### src/rtl/timer_counter_if.sv
// Bus bundle between the system bridge and one timer_counter instance.
//   Sel    : chip-select for this instance
//   Addr   : byte address; the timer decodes only Addr[3:2]
//   WE     : write strobe
//   ByteEn : byte lanes to write
//   Din    : write data from the CPU
//   Dout   : combinational read data back to the CPU
//   IRQ    : interrupt request toward HWInt
// The master modport is the bridge/CPU side; the slave modport is the timer.
interface timer_counter_if;
  logic        Sel;
  logic [31:0] Addr;
  logic        WE;
  logic [3:0]  ByteEn;
  logic [31:0] Din;
  logic [31:0] Dout;
  logic        IRQ;

  modport master (
    output Sel,
    output Addr,
    output WE,
    output ByteEn,
    output Din,
    input  Dout,
    input  IRQ
  );

  modport slave (
    input  Sel,
    input  Addr,
    input  WE,
    input  ByteEn,
    input  Din,
    output Dout,
    output IRQ
  );
endinterface

### src/rtl/timer_counter.sv
// Memory-mapped 32-bit down-counting timer with one-shot and auto-reload modes.
//   clk   : system clock, rising edge
//   reset : asynchronous active-low reset
//   bus   : timer_counter_if.slave (Sel, Addr, WE, ByteEn, Din in; Dout, IRQ out)
// Register map (Addr[3:2]): 0 CTRL {IM, Mode[1:0], Enable}, 1 PRESET, 2 COUNT (read-only),
// 3 reserved (reads 0). IRQ = IM & irq_flag.
module timer_counter #(
  parameter logic [31:0] RESET_PRESET = 32'd0
) (
  input logic            clk,
  input logic            reset,
  timer_counter_if.slave bus
);

  typedef enum logic [1:0] {StIdle, StLoad, StCnt, StInt} state_e;

  localparam logic [1:0] RegCtrl   = 2'd0;
  localparam logic [1:0] RegPreset = 2'd1;
  localparam logic [1:0] RegCount  = 2'd2;

  state_e      state_q, state_d;
  logic [3:0]  ctrl_q, ctrl_d;
  logic [31:0] preset_q, preset_d;
  logic [31:0] count_q, count_d;
  logic        irq_flag_q, irq_flag_d;

  logic [1:0]  reg_idx;
  logic        wr_en, wr_ctrl, wr_preset;
  logic        enable, auto_reload, irq_mask;
  logic        fsm_load, fsm_dec, fsm_expire, fsm_clr_en, fsm_clr_irq;
  logic        unused_addr;

  function automatic logic [31:0] merge_bytes(input logic [31:0] old_val,
                                              input logic [31:0] new_val,
                                              input logic [3:0]  be);
    logic [31:0] res;
    for (int i = 0; i < 4; i++) begin
      res[8*i +: 8] = be[i] ? new_val[8*i +: 8] : old_val[8*i +: 8];
    end
    return res;
  endfunction

  assign reg_idx     = bus.Addr[3:2];
  assign unused_addr = ^{bus.Addr[31:4], bus.Addr[1:0]};
  assign wr_en       = bus.Sel & bus.WE & (bus.ByteEn != 4'd0);
  assign wr_ctrl     = wr_en & (reg_idx == RegCtrl);
  assign wr_preset   = wr_en & (reg_idx == RegPreset);

  assign enable      = ctrl_q[0];
  // Mode 1x behaves like one-shot, so only 01 selects auto-reload.
  assign auto_reload = (ctrl_q[2:1] == 2'b01);
  assign irq_mask    = ctrl_q[3];

  // State register
  always_ff @(posedge clk or negedge reset) begin
    if (!reset) begin
      state_q <= StIdle;
    end else begin
      state_q <= state_d;
    end
  end

  // Next-state logic
  always_comb begin
    state_d = state_q;
    unique case (state_q)
      StIdle: if (enable) state_d = StLoad;
      StLoad: state_d = StCnt;
      StCnt: begin
        if (!enable) begin
          state_d = StIdle;
        end else if (count_q <= 32'd1) begin
          state_d = StInt;
        end
      end
      StInt: state_d = auto_reload ? StLoad : StIdle;
      default: state_d = StIdle;
    endcase
  end

  // FSM outputs: control strobes for the datapath
  always_comb begin
    fsm_load    = 1'b0;
    fsm_dec     = 1'b0;
    fsm_expire  = 1'b0;
    fsm_clr_en  = 1'b0;
    fsm_clr_irq = 1'b0;
    unique case (state_q)
      StIdle: ;
      StLoad: fsm_load = 1'b1;
      StCnt: begin
        if (enable) begin
          fsm_dec    = (count_q > 32'd1);
          fsm_expire = (count_q <= 32'd1);
        end
      end
      StInt: begin
        fsm_clr_en  = ~auto_reload;
        // Leaving INT in auto-reload makes irq_flag a one-cycle pulse.
        fsm_clr_irq = auto_reload;
      end
      default: ;
    endcase
  end

  // Datapath next-state
  always_comb begin
    ctrl_d     = ctrl_q;
    preset_d   = preset_q;
    count_d    = count_q;
    irq_flag_d = irq_flag_q;

    if (fsm_clr_en) begin
      ctrl_d[0] = 1'b0;
    end
    // A CTRL write overrides the FSM's one-shot Enable clear.
    if (wr_ctrl && bus.ByteEn[0]) begin
      ctrl_d = bus.Din[3:0];
    end

    if (wr_preset) begin
      preset_d = merge_bytes(preset_q, bus.Din, bus.ByteEn);
    end

    if (fsm_load) begin
      count_d = preset_q;
    end else if (fsm_dec) begin
      count_d = count_q - 32'd1;
    end else if (fsm_expire) begin
      count_d = 32'd0;
    end

    if (fsm_clr_irq || wr_ctrl || wr_preset) begin
      irq_flag_d = 1'b0;
    end
    // Setting the flag takes priority over any clear in the same cycle.
    if (fsm_expire) begin
      irq_flag_d = 1'b1;
    end
  end

  always_ff @(posedge clk or negedge reset) begin
    if (!reset) begin
      ctrl_q     <= 4'd0;
      preset_q   <= RESET_PRESET;
      count_q    <= 32'd0;
      irq_flag_q <= 1'b0;
    end else begin
      ctrl_q     <= ctrl_d;
      preset_q   <= preset_d;
      count_q    <= count_d;
      irq_flag_q <= irq_flag_d;
    end
  end

  // Read mux
  always_comb begin
    bus.Dout = 32'd0;
    if (bus.Sel) begin
      unique case (reg_idx)
        RegCtrl:   bus.Dout = {28'd0, ctrl_q};
        RegPreset: bus.Dout = preset_q;
        RegCount:  bus.Dout = count_q;
        default:   bus.Dout = 32'd0;
      endcase
    end
  end

  assign bus.IRQ = irq_mask & irq_flag_q;

endmodule

### src/flat_wrapper.sv
// flat-port wrapper written by rule: the top's interface ports become plain ports
module timer_counter_flat 
#(
  parameter logic [31:0] RESET_PRESET = 32'd0
)
  (clk, reset, bus_Sel, bus_Addr, bus_WE, bus_ByteEn, bus_Din, bus_Dout, bus_IRQ);
  timer_counter_if bus_i ();
  input logic clk;
  input logic reset;
  input wire logic [$bits(bus_i.Sel)-1:0] bus_Sel;
  input wire logic [$bits(bus_i.Addr)-1:0] bus_Addr;
  input wire logic [$bits(bus_i.WE)-1:0] bus_WE;
  input wire logic [$bits(bus_i.ByteEn)-1:0] bus_ByteEn;
  input wire logic [$bits(bus_i.Din)-1:0] bus_Din;
  output wire logic [$bits(bus_i.Dout)-1:0] bus_Dout;
  output wire logic [$bits(bus_i.IRQ)-1:0] bus_IRQ;
  assign bus_i.Sel = bus_Sel;
  assign bus_i.Addr = bus_Addr;
  assign bus_i.WE = bus_WE;
  assign bus_i.ByteEn = bus_ByteEn;
  assign bus_i.Din = bus_Din;
  assign bus_Dout = bus_i.Dout;
  assign bus_IRQ = bus_i.IRQ;
  timer_counter #(.RESET_PRESET(RESET_PRESET)) u_core (.clk(clk), .reset(reset), .bus(bus_i));
endmodule
### config.mk
export PLATFORM = sky130hd
export DESIGN_NAME = timer_counter_flat
export DESIGN_NICKNAME = d
export VERILOG_FILES = /design/src/rtl/timer_counter_if.sv /design/src/rtl/timer_counter.sv /design/src/flat_wrapper.sv
export SDC_FILE = /design/constraint.sdc
export NUM_CORES = 1
export LEC_CHECK = 0
export BUFFER_PORTS_ARGS = -buffer_cell sky130_fd_sc_hd__buf_2
export CAP_MARGIN = 15
export CORE_MARGIN = 2
export CORE_UTILIZATION = 53
export CTS_CLUSTER_DIAMETER = 150
export DETAILED_ROUTE_END_ITERATION = 12
export PLACE_DENSITY = 0.8
export SYNTH_ARGS = -nofsm -noshare
export SYNTH_HDL_FRONTEND = slang
export SYNTH_SLANG_ARGS = --single-unit
### constraint.sdc
create_clock -name clk -period 2.9 [get_ports clk]
set_input_delay 0 -clock clk [delete_from_list [all_inputs] [get_ports clk]]
set_output_delay 0 -clock clk [all_outputs]
set_load 0.005 [all_outputs]
==> flow_results.org <==
** Floorplanning
- During I/O placement, the number of pins put on the boundary was approximately 110.
- Initial cell density of the core :: 55.2%
- Die area :: around 8400 um^2
- Die boundary height :: just over 90 um
- Die extent in x :: approximately 91 um
- After floorplanning, the core was divided into 31 placement rows.
- Core area :: 7330 um^2

** Clocking
- In this run the number of H-tree levels came out at 3.
- Library cell used as clock root buffer :: sky130_fd_sc_hd__clkbuf_8
- At the later pin of the worst-skew pair, clock insertion delay measures 0.35 ns.
- Worst-case clock buffer depth :: 2
- After clock tree synthesis, the clock-pin slew on the worst setup and hold paths is ~0.070 ns.
- Buffers inserted during post-CTS setup optimization :: 0
- After clock tree synthesis, the repair step resized 0 gates.
- Count of clock tree sinks :: 71
- TritonCTS built the clock tree.
- Number of buffers created by CTS :: 9

** Finish
- Total number of nets in the final design :: 590
- Highest-count cells in the layout ignoring fill and taps :: sky130_fd_sc_hd__buf_2, sky130_fd_sc_hd__dfrtp_1, sky130_fd_sc_hd__a22oi_1
- Layout cell share with drive strength beyond 1 :: between 20 and 30%
- The finished cells cover between 5000 and 6000 um^2.
- Relative area change from synthesis to final layout :: 24.3%
- Most common library cell in the layout ignoring fill and taps :: sky130_fd_sc_hd__buf_2
- Counting the fill cells in the layout gives ~570.
- Once layout is complete, the cells apart from fillers number between 600 and 700.
- The repair_antennas step left the layout with diodes totalling 0.

** Power
- Leakage :: roughly 2.2 nW
- Worst vdd rail ir drop :: between 0.0003 and 0.0004 V
- Power per standard cell area :: 767 nW/um^2

** Timing
- Setup repair after global routing left no endpoint under its margin.
- The worst path uses approximately 91% of the clock period.
- Setup TNS Final :: 0 ns
- Setup Skew :: about 0.0069 ns
- Period minus WS final :: 2.65 ns
- Setup violations remaining at the end of the flow were counted as 0.
- Headroom to the max-slew limit came out at 40.8%.
- Fin. max-slew vios :: 0
- Derived from the worst setup path, the maximum achievable clock frequency is about 380 MHz.
- Number of hold-slack violations in the final timing report :: 0
- For the pin with the worst max-slew slack, the measured transition is about 0.89 ns.

** Drt
- Initial DRC Count :: 297
- Pre-Repair DR Iteration Count :: 5
- Routed wire length :: roughly 10000 um
- In the routed layout, each cell is associated on average with a via count of about 6.0.
- The final route contains ~3700 vias.
- DRT antenna net count :: 0
- WL/cell :: between 15 and 20 um
- Post-route DRC :: 0

** Logic synthesis
- Averaged over all synthesized cells, the footprint is 9.78 um^2.
- The number of nets handed over by synthesis was roughly 490.
- Post-Synthesis Cells :: a little over 400
- Mapped cell area :: slightly above 4000 um^2
- Synth cell types :: 50
- In the synthesized netlist the dominant register cell turns out to be sky130_fd_sc_hd__dfrtp_1.
- The share of the Yosys chip area taken by registers is 43.9%.
- Counting flops with an async set or reset pin after synthesis yields a share of 100%.
- Number of enable flip-flop cells after synthesis :: 0
- Number of register bits inferred by synthesis :: between 70 and 80
- Synthesis Warnings :: 0

** Global route
- First-pass GRT wire length :: between 15000 and 20000 um
- Global routing used 25.2% of the available tracks across all layers.
- Antenna violations before repair :: 0
- The via count of the first global-routing pass was 3500.
- GRT Residual Overflow :: 0
- Largest net degree at the start of global routing :: 72

** Worst setup path
- Bufs and invs on worst path :: 1
- Type of element launching the critical path :: flop
- Worst endpoint required time :: 3.18 ns
- Arrival time of data at the critical path endpoint :: approximately 3 ns
- Critical path's most frequent cell :: sky130_fd_sc_hd__or4_1
- Cell-by-cell listing of the critical path :: inv_1 -> ha_1 -> or3b_1 -> or4_1 -> or4_1 -> or3_1 -> a21oi_1
- Standard cell with the maximum stage delay on the critical path :: sky130_fd_sc_hd__dfrtp_1
- Crit path max fanout :: 7
- Crit path largest cell delay :: roughly 0.45 ns
- The kind of cell with the highest combined delay along the critical path is simple AND/OR/NAND/NOR gates.
- Critical path capture point type :: flop
- The worst setup path is of the flop to flop kind.

** Placed design
- The count of buffers added on input and output ports is 74.
- Placed cell count :: around 570
- Once placement finished, the instance area stood at between 4000 and 5000 um^2.
- Final Wtd Congestion :: about 0.89
- The HPWL after detailed placement is slightly below 7000 um.

** Job
- Max-cap check violation count :: 0

** Status
- Result of the run :: completed

** Worst hold path
- The min-delay analysis places its worst path in the category primary input to flop.
## worst register-to-register path, cell delays in order, from the launching register on
cell,delay [ns]
sky130_fd_sc_hd__dfrtp_1,0.45
sky130_fd_sc_hd__inv_1,0.11
sky130_fd_sc_hd__ha_1,0.30
sky130_fd_sc_hd__or3b_1,0.40
sky130_fd_sc_hd__or4_1,0.45
sky130_fd_sc_hd__or4_1,0.44
sky130_fd_sc_hd__or3_1,0.32
sky130_fd_sc_hd__a21oi_1,0.12
## per-stage QoR
stage               utilization, %  hold slack, ns  total power, mW  setup slack [ns]
finish                        68.6          0.0306             3.86             0.253
global route                  68.6          0.0516             4.14             0.102
CTS                           68.6          0.0192             3.85             0.275
floorplan                        -          -0.296             2.65             0.234
detailed placement            61.9           0.236             3.11             0.302
global placement              61.9           0.232             3.05             0.331
## metal layers
layer	wire (um)	global-route usage, %
met1	4660	36.5
met2	4750	39.0
met3	624	3.65
met4	129	7.95
met5	0	0
## Yosys cell counts (7+ instances only)
master	count	area [um^2]
sky130_fd_sc_hd__nor2_1	19	71.3
sky130_fd_sc_hd__clkbuf_1	26	97.6
sky130_fd_sc_hd__nor2b_1	31	194
sky130_fd_sc_hd__or4_1	9	67.6
sky130_fd_sc_hd__dfrtp_1	71	1780
sky130_fd_sc_hd__a21oi_1	9	45.0
sky130_fd_sc_hd__o21ai_0	25	125
sky130_fd_sc_hd__nor4_1	10	62.6
sky130_fd_sc_hd__a21o_1	8	60.1
sky130_fd_sc_hd__a221o_1	9	90.1
sky130_fd_sc_hd__or3_1	8	50.1
sky130_fd_sc_hd__a22oi_1	39	293
sky130_fd_sc_hd__nand2_1	24	90.1
sky130_fd_sc_hd__mux2_2	35	394
sky130_fd_sc_hd__nor3_1	17	85.1
sky130_fd_sc_hd__nand3_1	7	35.0
## final timing paths
| check | cells after the start | end | slack [ns] | startpoint |
|---|---|---|---|---|
| worst min-delay path | 4 | u_core.irq_flag_q | 0.03 | bus_ByteEn[2] |
| worst max-delay path | 7 | u_core.count_q[16] | 0.25 | u_core.count_q[0] |
| worst max register to register | 7 | u_core.count_q[16] | 0.25 | u_core.count_q[0] |
| worst min register to register | 2 | u_core.count_q[9] | 0.52 | u_core.preset_q[9] |
| min in group asynchronous | 3 | u_core.preset_q[5] | 0.38 | reset |
| max in group asynchronous | 3 | u_core.preset_q[22] | 1.94 | reset |
## flip-flops by register name, indices dropped and copies added, names as in the netlist
signal             cells
u_core.ctrl_q          4
u_core.preset_q       32
u_core.state_q         2
u_core.count_q        32
u_core.irq_flag_q      1
## power by group
group	total [mW]	internal, mW	leakage [nW]	switching (mW)
sequential	1.72	1.31	0.888	0.403
clock	0.697	0.347	0.0854	0.350
combinational	1.44	0.697	1.24	0.746
## layout make-up
type                       count  area [um^2]  area share (%)
inverter                       5         18.8           0.373
sequential                    71         1780            35.3
clock buffer                  13          159            3.16
clock inverter                 1         5.00          0.0995
tap                           99          124            2.46
timing repair buffer         120          798            15.9
multi-input combinational    309         2150            42.7
## what timing repair did
item	CTS	global route
endpoints found under the setup margin	0	0
hold buffers	33	0
endpoints found under the hold margin	107	0
## cells by family (layout without fill, tap and decap cells)
logic type / after synthesis / after routing / synth area share (%)
AO/OA/AOI/OAI: 112 / 112 / 19.5
buffers and inverters: 34 / 139 / 3.21
adder cells (fa/ha/maj): 2 / 2 / 0.618
multiplexers: 40 / 40 / 11.0
XOR/XNOR: 3 / 3 / 0.649
AND/OR/NAND/NOR: 152 / 152 / 21.2
flip-flops: 71 / 71 / 43.9
(Power assumes the default switching activity.)
